--- src/rtl/pwm_pkg.sv ---
// Shared defaults and helpers for the multi-channel PWM generator.
// Optional complementary outputs with dead time are enabled by PWM_DEADTIME_EN.
package pwm_pkg;

  localparam int unsigned NUM_CH_DEF     = 4;
  localparam int unsigned WIDTH_DEF      = 12;
  localparam int unsigned DT_WIDTH_DEF   = 8;
  localparam int unsigned PERIOD_RST_DEF = 4095;

  // Channel-select width; a single channel still needs a 1-bit select field.
  function automatic int unsigned ch_width(input int unsigned num_ch);
    return (num_ch > 1) ? $clog2(num_ch) : 1;
  endfunction

endpackage

--- src/rtl/pwm_multi_ch_if.sv ---
// Register-write and pin-side signal bundle for pwm_multi_ch.
// iDeadTime / oPWM_N exist only when PWM_DEADTIME_EN is defined.
interface pwm_multi_ch_if
  import pwm_pkg::*;
#(
  parameter int unsigned NUM_CH = NUM_CH_DEF,
  parameter int unsigned WIDTH  = WIDTH_DEF
`ifdef PWM_DEADTIME_EN
  , parameter int unsigned DT_WIDTH = DT_WIDTH_DEF
`endif
);

  logic                          iEnable;
  logic                          iPeriodWr;
  logic [WIDTH-1:0]              iPeriod;
  logic                          iDutyWr;
  logic [ch_width(NUM_CH)-1:0]   iCh;
  logic [WIDTH:0]                iDuty;
  logic                          oPeriodEnd;
  logic [NUM_CH-1:0]             oPWM;
`ifdef PWM_DEADTIME_EN
  logic [DT_WIDTH-1:0]           iDeadTime;
  logic [NUM_CH-1:0]             oPWM_N;
`endif

  modport master (
    output iEnable, iPeriodWr, iPeriod, iDutyWr, iCh, iDuty,
`ifdef PWM_DEADTIME_EN
    output iDeadTime,
    input  oPWM_N,
`endif
    input  oPeriodEnd, oPWM
  );

  modport slave (
    input  iEnable, iPeriodWr, iPeriod, iDutyWr, iCh, iDuty,
`ifdef PWM_DEADTIME_EN
    input  iDeadTime,
    output oPWM_N,
`endif
    output oPeriodEnd, oPWM
  );

endinterface

--- src/rtl/pwm_deadtime.sv ---
// Complementary pair generator for one PWM channel: each output rises only after
// the raw level has been stable for dead_time cycles and falls with its raw edge.
module pwm_deadtime #(
  parameter int unsigned DT_WIDTH = 8
) (
  input  logic                clk,
  input  logic                rst,
  input  logic                enable,
  input  logic                raw,
  input  logic [DT_WIDTH-1:0] dead_time,
  output logic                pwm,
  output logic                pwm_n
);

  logic                raw_q;
  logic [DT_WIDTH-1:0] remain;
  logic [DT_WIDTH-1:0] remain_now;
  logic                settled;

  // A raw edge restarts the dead-time count in the same cycle.
  always_comb begin
    remain_now = (raw != raw_q) ? dead_time : remain;
    settled    = (remain_now == '0);
  end

  always_ff @(posedge clk or posedge rst) begin
    if (rst) begin
      raw_q  <= 1'b0;
      remain <= '0;
      pwm    <= 1'b0;
      pwm_n  <= 1'b0;
    end else if (!enable) begin
      raw_q  <= 1'b0;
      remain <= dead_time;
      pwm    <= 1'b0;
      pwm_n  <= 1'b0;
    end else begin
      raw_q  <= raw;
      remain <= settled ? '0 : remain_now - 1'b1;
      pwm    <= raw && settled;
      pwm_n  <= !raw && settled;
    end
  end

endmodule

--- src/rtl/pwm_multi_ch.sv ---
// Multi-channel PWM: shared period counter, double-buffered period/duty registers
// loaded at terminal count. PWM_DEADTIME_EN adds complementary outputs with dead time.
module pwm_multi_ch
  import pwm_pkg::*;
#(
  parameter int unsigned NUM_CH     = NUM_CH_DEF,
  parameter int unsigned WIDTH      = WIDTH_DEF,
  parameter int unsigned PERIOD_RST = PERIOD_RST_DEF
`ifdef PWM_DEADTIME_EN
  , parameter int unsigned DT_WIDTH = DT_WIDTH_DEF
`endif
) (
  input  logic           iCLK,
  input  logic           iReset,
  pwm_multi_ch_if.slave  bus
);

  logic [WIDTH-1:0]  cnt;
  logic [WIDTH-1:0]  period_act;
  logic [WIDTH-1:0]  period_sh;
  logic [WIDTH-1:0]  period_nxt;
  logic [WIDTH:0]    duty_act [NUM_CH];
  logic [WIDTH:0]    duty_sh  [NUM_CH];
  logic [WIDTH:0]    duty_nxt [NUM_CH];
  logic              tc;
  logic              load;
  logic [NUM_CH-1:0] raw;
  logic              period_end;

  // Shadow next-values feed the active registers directly, so a write landing on
  // the terminal-count edge takes effect for the very next period.
  always_comb begin
    tc         = bus.iEnable && (cnt == period_act);
    load       = tc || !bus.iEnable;
    period_nxt = bus.iPeriodWr ? bus.iPeriod : period_sh;
    for (int unsigned ch = 0; ch < NUM_CH; ch++) begin
      duty_nxt[ch] = (bus.iDutyWr && (32'(bus.iCh) == ch)) ? bus.iDuty : duty_sh[ch];
      raw[ch]      = bus.iEnable && ({1'b0, cnt} < duty_act[ch]);
    end
  end

  always_ff @(posedge iCLK or posedge iReset) begin
    if (iReset) begin
      cnt        <= '0;
      period_act <= WIDTH'(PERIOD_RST);
      period_sh  <= WIDTH'(PERIOD_RST);
      period_end <= 1'b0;
      for (int unsigned ch = 0; ch < NUM_CH; ch++) begin
        duty_act[ch] <= '0;
        duty_sh[ch]  <= '0;
      end
    end else begin
      period_sh  <= period_nxt;
      period_end <= tc;
      cnt        <= load ? '0 : cnt + 1'b1;
      if (load) period_act <= period_nxt;
      for (int unsigned ch = 0; ch < NUM_CH; ch++) begin
        duty_sh[ch] <= duty_nxt[ch];
        if (load) duty_act[ch] <= duty_nxt[ch];
      end
    end
  end

  assign bus.oPeriodEnd = period_end;

`ifdef PWM_DEADTIME_EN
  logic [DT_WIDTH-1:0] dt_act;
  logic [NUM_CH-1:0]   pwm_p;
  logic [NUM_CH-1:0]   pwm_n;

  always_ff @(posedge iCLK or posedge iReset) begin
    if (iReset)    dt_act <= '0;
    else if (load) dt_act <= bus.iDeadTime;
  end

  for (genvar g = 0; g < NUM_CH; g++) begin : g_dt
    pwm_deadtime #(.DT_WIDTH(DT_WIDTH)) u_dt (
      .clk       (iCLK),
      .rst       (iReset),
      .enable    (bus.iEnable),
      .raw       (raw[g]),
      .dead_time (dt_act),
      .pwm       (pwm_p[g]),
      .pwm_n     (pwm_n[g])
    );
  end

  assign bus.oPWM   = pwm_p;
  assign bus.oPWM_N = pwm_n;
`else
  logic [NUM_CH-1:0] pwm_q;

  always_ff @(posedge iCLK or posedge iReset) begin
    if (iReset) pwm_q <= '0;
    else        pwm_q <= raw;
  end

  assign bus.oPWM = pwm_q;
`endif

endmodule
--- src/flat_wrapper.sv ---
// flat-port wrapper written by rule: the top's interface ports become plain ports
module pwm_multi_ch_flat import pwm_pkg::*;
#(
  parameter int unsigned NUM_CH     = NUM_CH_DEF,
  parameter int unsigned WIDTH      = WIDTH_DEF,
  parameter int unsigned PERIOD_RST = PERIOD_RST_DEF

)
  (iCLK, iReset, bus_iEnable, bus_iPeriodWr, bus_iPeriod, bus_iDutyWr, bus_iCh, bus_iDuty, bus_oPeriodEnd, bus_oPWM);
  pwm_multi_ch_if #(.NUM_CH(NUM_CH), .WIDTH(WIDTH)) bus_i ();
  input  logic iCLK;
  input  logic iReset;
  input wire logic [$bits(bus_i.iEnable)-1:0] bus_iEnable;
  input wire logic [$bits(bus_i.iPeriodWr)-1:0] bus_iPeriodWr;
  input wire logic [$bits(bus_i.iPeriod)-1:0] bus_iPeriod;
  input wire logic [$bits(bus_i.iDutyWr)-1:0] bus_iDutyWr;
  input wire logic [$bits(bus_i.iCh)-1:0] bus_iCh;
  input wire logic [$bits(bus_i.iDuty)-1:0] bus_iDuty;
  output wire logic [$bits(bus_i.oPeriodEnd)-1:0] bus_oPeriodEnd;
  output wire logic [$bits(bus_i.oPWM)-1:0] bus_oPWM;
  assign bus_i.iEnable = bus_iEnable;
  assign bus_i.iPeriodWr = bus_iPeriodWr;
  assign bus_i.iPeriod = bus_iPeriod;
  assign bus_i.iDutyWr = bus_iDutyWr;
  assign bus_i.iCh = bus_iCh;
  assign bus_i.iDuty = bus_iDuty;
  assign bus_oPeriodEnd = bus_i.oPeriodEnd;
  assign bus_oPWM = bus_i.oPWM;
  pwm_multi_ch #(.NUM_CH(NUM_CH), .WIDTH(WIDTH), .PERIOD_RST(PERIOD_RST)) u_core (.iCLK(iCLK), .iReset(iReset), .bus(bus_i));
endmodule
--- config.mk ---
export PLATFORM = sky130hd
export DESIGN_NAME = pwm_multi_ch_flat
export DESIGN_NICKNAME = d
export VERILOG_FILES = /design/src/rtl/pwm_pkg.sv /design/src/rtl/pwm_multi_ch_if.sv /design/src/rtl/pwm_deadtime.sv /design/src/rtl/pwm_multi_ch.sv /design/src/flat_wrapper.sv
export SDC_FILE = /design/constraint.sdc
export NUM_CORES = 1
export LEC_CHECK = 0
export ABC_AREA = 1
export BUFFER_PORTS_ARGS = -buffer_cell sky130_fd_sc_hd__buf_2
export CAP_MARGIN = 20
export CORE_ASPECT_RATIO = 2
export CORE_MARGIN = 3
export CORE_UTILIZATION = 50
export DETAILED_ROUTE_END_ITERATION = 8
export PLACE_DENSITY = 0.71
export RECOVER_POWER = 25
export SYNTH_ARGS = -nofsm -noshare
export SYNTH_HDL_FRONTEND = slang
export SYNTH_SLANG_ARGS = --single-unit
export TNS_END_PERCENT = 5
--- constraint.sdc ---
create_clock -name iCLK -period 4.95 [get_ports iCLK]
set_input_delay 0.99 -clock iCLK [delete_from_list [all_inputs] [get_ports iCLK]]
set_output_delay 0.99 -clock iCLK [all_outputs]
set_load 0.01 [all_outputs]
# == Word level (Yosys, flattened, before mapping) ==
# Cells that the tools add are included.
# op_classes
add_sub_neg,1
n_reduce_logical,12
muxes,6
n_lt_le_gt_ge,4
eq_ne,4
# op_table
operator,count
12-bit by 13-bit < comparator with 1-bit output,4
13-bit two-way mux,4
12-bit two-way mux,2
12-bit by 1-bit adder with 12-bit output (second input constant),1
12-bit equality test,1
1-bit logical AND,9
2-bit equality test (second input constant),2
2-bit by 1-bit equality test with 1-bit output (second input constant),1
2-bit zero test,1
1-bit zero test,1
1-bit logical OR,1
# totals
output_inout_bits,5
register_bits,145
wordCells,40

# == Logic depth before layout (Yosys ltp) ==
# depth
word_depth,4
mapped_depth,11

# == Least setup slack after synthesis ==
# Ideal clock, no wire load.
# synth_timing
path_kind,input -> register
startpoint,in bus_iCh[0]
endpoint,reg u_core.duty_act[35] (netlist name)
stages,7
arrival_ps,1670
slack_ps,3163
t_required_ps,4833
n_path_buf,1
setup_ps,117
cell_sequence,inv_1 > nor2_1 > nand2_1 > clkbuf_1 > o21ai_0 > nand2_1 > nand2_1
# synth_lines
element,line,rtl
"start, declared",flat_wrapper.sv:17,input wire logic [$bits(bus_i.iCh)-1:0] bus_iCh;
"end signal, assigned by index",pwm_multi_ch.sv:59,if (load) duty_act[ch] <= duty_nxt[ch];
"end, declared",pwm_multi_ch.sv:22,logic [WIDTH:0] duty_act [NUM_CH];

# == Final worst setup path ==
# layout_timing
startpoint,reg u_core.cnt[10]
endpoint,reg u_core.duty_act[21] (netlist name)
# layout_between
elab_chain_cells,3
# layout_rtl
element,line,rtl
"start, declared",pwm_multi_ch.sv:18,logic [WIDTH-1:0] cnt;
"start signal, assigned",pwm_multi_ch.sv:55,cnt <= load ? '0 : cnt + 1'b1;
12-bit equality test,pwm_multi_ch.sv:33,tc = bus.iEnable && (cnt == period_act);
1-bit logical AND,pwm_multi_ch.sv:33,
1-bit logical OR,pwm_multi_ch.sv:34,load = tc || !bus.iEnable;
# No other way between the ends.
# A chain may end at the register's enable or synchronous reset.

==> results.py <==
metrics = {
    "finish": {
        "drive_gt1_share_pct": 13.5,
        "num-fill-cells": 1190,
        "seq_area_um2": 3660,
        "syn_to_final_growth_pct": 12.9,
        "multi_input_area_um2": 2770,
        "post-route-util_pct": 57.9,
        "insertedDiodeCount": 0,
        "nets": 899,
    },
    "critical_path": {
        "worst_setup_path_start_kind": "flip-flop",
        "critical_path_class": "reg -> reg",
        "cp_slowest_cell": "sky130_fd_sc_hd__buf_4",
        "critical-path-top-delay-family": "simple AND/OR/NAND/NOR gates",
        "worstPathRequired_ns": 5.30,
        "cpPeakStageDelay_ns": 0.56,
        "critical_path.n_buffers_inverters": 1,
        "path_cells": "xnor2_1, nand2_1, nor2_1, nand3_2, nand2_2, buf_4, nand2_1, nand2_1",
        "end_kind": "flip-flop",
        "crit_path_frequent_cell": "sky130_fd_sc_hd__nand2_1",
        "arrival_ns": 2.77,
        "critical_path.max_fanout": 51,
    },
    "global_route": {
        "initial_antenna_violation_count": 0,
        "wire_length_of_the_first_global_routing_pass_um": 26700,
        "vias_in_the_first_global_route": 5398,
        "grt_util_all_layers_pct": 22.6,
        "globalRouteOverflowTotal": 0,
        "largest_net_degree_at_the_start_of_global_routing": 114,
    },
    "clock_network": {
        "tritoncts_num_sinks": 145,
        "cts.repair_timing.setup_buffer_count": 0,
        "cts_resized": 0,
        "cts-buffers-inserted": 17,
        "clk_pin_slew_worst_paths_ns": 0.06,
        "post_cts_hold_buffer_count": 0,
        "max-clock-path-buffers": 2,
        "tritoncts": "built",
        "cts-htree-levels": 4,
        "clock_insertion_delay_worst_skew_ns": 0.42,
        "ctsRootBufferMaster": "sky130_fd_sc_hd__clkbuf_16",
    },
    "yosys": {
        "ys_types": 26,
        "post_synth_instance_area_um2": 6930,
        "synth-seq-area-share_pct": 52.8,
        "synth-main-ff-cell": "sky130_fd_sc_hd__dfrtp_1",
        "cell_accounting_for_the_most_synthesized_area": "sky130_fd_sc_hd__dfrtp_1",
        "synth-edff-count": 0,
        "ys.warnings.count": 0,
        "asyncSetResetFlopFracSynth_pct": 100,
        "synthesized_area_per_cell_um2": 8.76,
        "ys_seq_elements": 145,
        "post-synth-top-area-fraction_pct": 43.7,
        "synthesis.instances": 791,
        "synth.top_cells.by_area": "sky130_fd_sc_hd__dfrtp_1 (44%), sky130_fd_sc_hd__nand2_1 (13%), sky130_fd_sc_hd__dfstp_2 (9.1%)",
        "synth.net_count": 868,
    },
    "timing": {
        "worst_pin_slew_ns": 1.04,
        "tns_ns": 0,
        "clock_skew_ns": 0.00683,
        "fin_ws_ns": 2.53,
        "max_clock_freq_ghz": 0.413,
        "maxSlewViolCount": 0,
        "final_min_period_over_clock_period_pct": 48.9,
        "maxSlewHeadroom_pct": 30.3,
        "number_of_failing_setup_endpoints_in_the_final_timing_report": 0,
        "post-route-min-period_ns": 2.42,
        "hold_viol_final": 0,
        "grt_setup_unrepaired": "false",
    },
    "placement": {
        "placement.io_buffers": 36,
        "detailed_place_hpwl_um": 10600,
        "gp_congestion": 0.838,
        "place_ws_ns": 2.37,
    },
    "floorplan": {
        "floorplan.initialDensity_pct": 51.3,
        "core_area_um2": 13500,
        "die_width_um": 89.3,
        "number_of_top_level_pins": 37,
        "die-height_um": 173,
        "floorplan.rows": 60,
        "die_area_um2": 15400,
    },
    "outcome": {
        "outcome": "finished clean",
    },
    "pwr": {
        "power_per_cell_area_nw_per_um2": 410,
        "power.ir.vdd_worst_v": 0.000227,
        "leakagePower_nw": 4.06,
    },
    "routing": {
        "vias": 5199,
        "drt_drc_violations_left": 0,
        "post_drt_via_cell_ratio": 5.25,
        "routed_len_inst_um": 15.8,
        "drt-total-wl_um": 15700,
        "first_iter_violations": 270,
        "post_drt_antenna_nets": 0,
        "drt-pass1-iter-count": 4,
    },
    "run": {
        "cap_violations": 0,
    },
    "min_path": {
        "worstHoldPathType": "reg -> reg",
    },
}
state kept, by name, summed over array words and instances, names as in the netlist:
name and flops:
u_core.duty_act 52, u_core.duty_sh 52, u_core.cnt 12, u_core.period_act 12
u_core.period_sh 12, u_core.bus.oPWM 4, u_core.bus.oPeriodEnd 1
cells in the final DEF, fill, tap and decap left out, types with 6 or more instances in the layout:
| cell type | Yosys | layout |
|---|---|---|
| sky130_fd_sc_hd__nor2_1 | 29 | 29 |
| sky130_fd_sc_hd__inv_1 | 85 | 84 |
| sky130_fd_sc_hd__mux2_2 | 12 | 7 |
| sky130_fd_sc_hd__dfstp_2 | 24 | 24 |
| sky130_fd_sc_hd__a21oi_1 | 32 | 32 |
| sky130_fd_sc_hd__dfrtp_1 | 121 | 121 |
| sky130_fd_sc_hd__clkbuf_16 | 0 | 17 |
| sky130_fd_sc_hd__o21ai_0 | 56 | 56 |
| sky130_fd_sc_hd__nand3_1 | 77 | 77 |
| sky130_fd_sc_hd__nand2_1 | 238 | 238 |
| sky130_fd_sc_hd__ha_1 | 45 | 45 |
| sky130_fd_sc_hd__o21ai_1 | 10 | 10 |
| sky130_fd_sc_hd__nand4_1 | 6 | 6 |
| sky130_fd_sc_hd__buf_4 | 7 | 6 |
| sky130_fd_sc_hd__buf_2 | 12 | 35 |
final cells by class:
class                   count  area share, %
clock buffers              20           5.84
flip-flops and latches    145           46.7
clock inverters            12           2.00
inverters                  89           4.28
repair buffers             43           3.21
well taps                 155           2.48
multi-input cells         526           35.4
report_power, final:
| part | switching [mW] | total, mW | internal, mW |
|---|---|---|---|
| Sequential | 0.0758 | 1.44 | 1.36 |
| Clock | 0.502 | 1.32 | 0.822 |
| Combinational | 0.279 | 0.442 | 0.163 |
| Total | 0.857 | 3.21 | 2.35 |
metrics by stage:
stage               hold WS, ns  std cells  power [mW]  cell area [um^2]
floorplan                 0.462        791        1.77              6930
finish                    0.497        990        3.21              7830
detailed placement        0.487        957        1.90              7190
global placement          0.481        957        1.89              7190
CTS                       0.498        989        3.23              7800
global route              0.510        990        3.38              7830
logic make-up (layout without fill, tap and decap cells):
kind of cell / count (synthesis) / after routing / share of synthesized area [%]
muxes: 12 / 12 / 1.95
buffers and inverters: 120 / 164 / 7.20
DFF: 145 / 145 / 52.8
AOI/OAI and AO/OA: 103 / 103 / 7.64
and+or+nand+nor: 357 / 357 / 21.2
adders and majority gates: 45 / 45 / 8.12
xor gates and xnor gates: 9 / 9 / 1.14
tightest hold or removal path: stages (launching register included):
cell and delay, ns:
sky130_fd_sc_hd__dfrtp_1 0.32, sky130_fd_sc_hd__nand2_1 0.04, sky130_fd_sc_hd__o21ai_0 0.09
path summary, 6_finish.rpt:
| path | start | endpoint | slack, ns | cells after the start |
|---|---|---|---|---|
| min reg2reg | u_core.duty_sh[51] | u_core.duty_sh[51] | 0.50 | 2 |
| max | u_core.cnt[10] | u_core.duty_act[21] | 2.53 | 8 |
| min in group asynchronous | iReset | u_core.cnt[2] | 0.76 | 2 |
| min | u_core.duty_sh[51] | u_core.duty_sh[51] | 0.50 | 2 |
| max reg2reg | u_core.cnt[10] | u_core.duty_act[21] | 2.53 | 8 |
| max in group asynchronous | iReset | u_core.period_act[8] | 2.79 | 4 |
cells in the mapped netlist (5+ instances only):
cell type                  count
sky130_fd_sc_hd__o21ai_0      56
sky130_fd_sc_hd__inv_1        85
sky130_fd_sc_hd__a21oi_1      32
sky130_fd_sc_hd__ha_1         45
sky130_fd_sc_hd__nor2_1       29
sky130_fd_sc_hd__o21ai_1      10
sky130_fd_sc_hd__nand2_1     238
sky130_fd_sc_hd__mux2_2       12
sky130_fd_sc_hd__buf_2        12
sky130_fd_sc_hd__xnor2_1       5
sky130_fd_sc_hd__nand4_1       6
sky130_fd_sc_hd__dfrtp_1     121
sky130_fd_sc_hd__dfstp_2      24
sky130_fd_sc_hd__nand3_1      77
sky130_fd_sc_hd__buf_4         7
sky130_fd_sc_hd__clkbuf_1      7
per-layer routing:
layer	global-route usage [%]	routed length, um
met1	26.6	6300
met5	0	0
met4	10.7	633
met3	4.17	361
met2	38.5	8360
No activity file was read; power rests on OpenSTA's default activity.
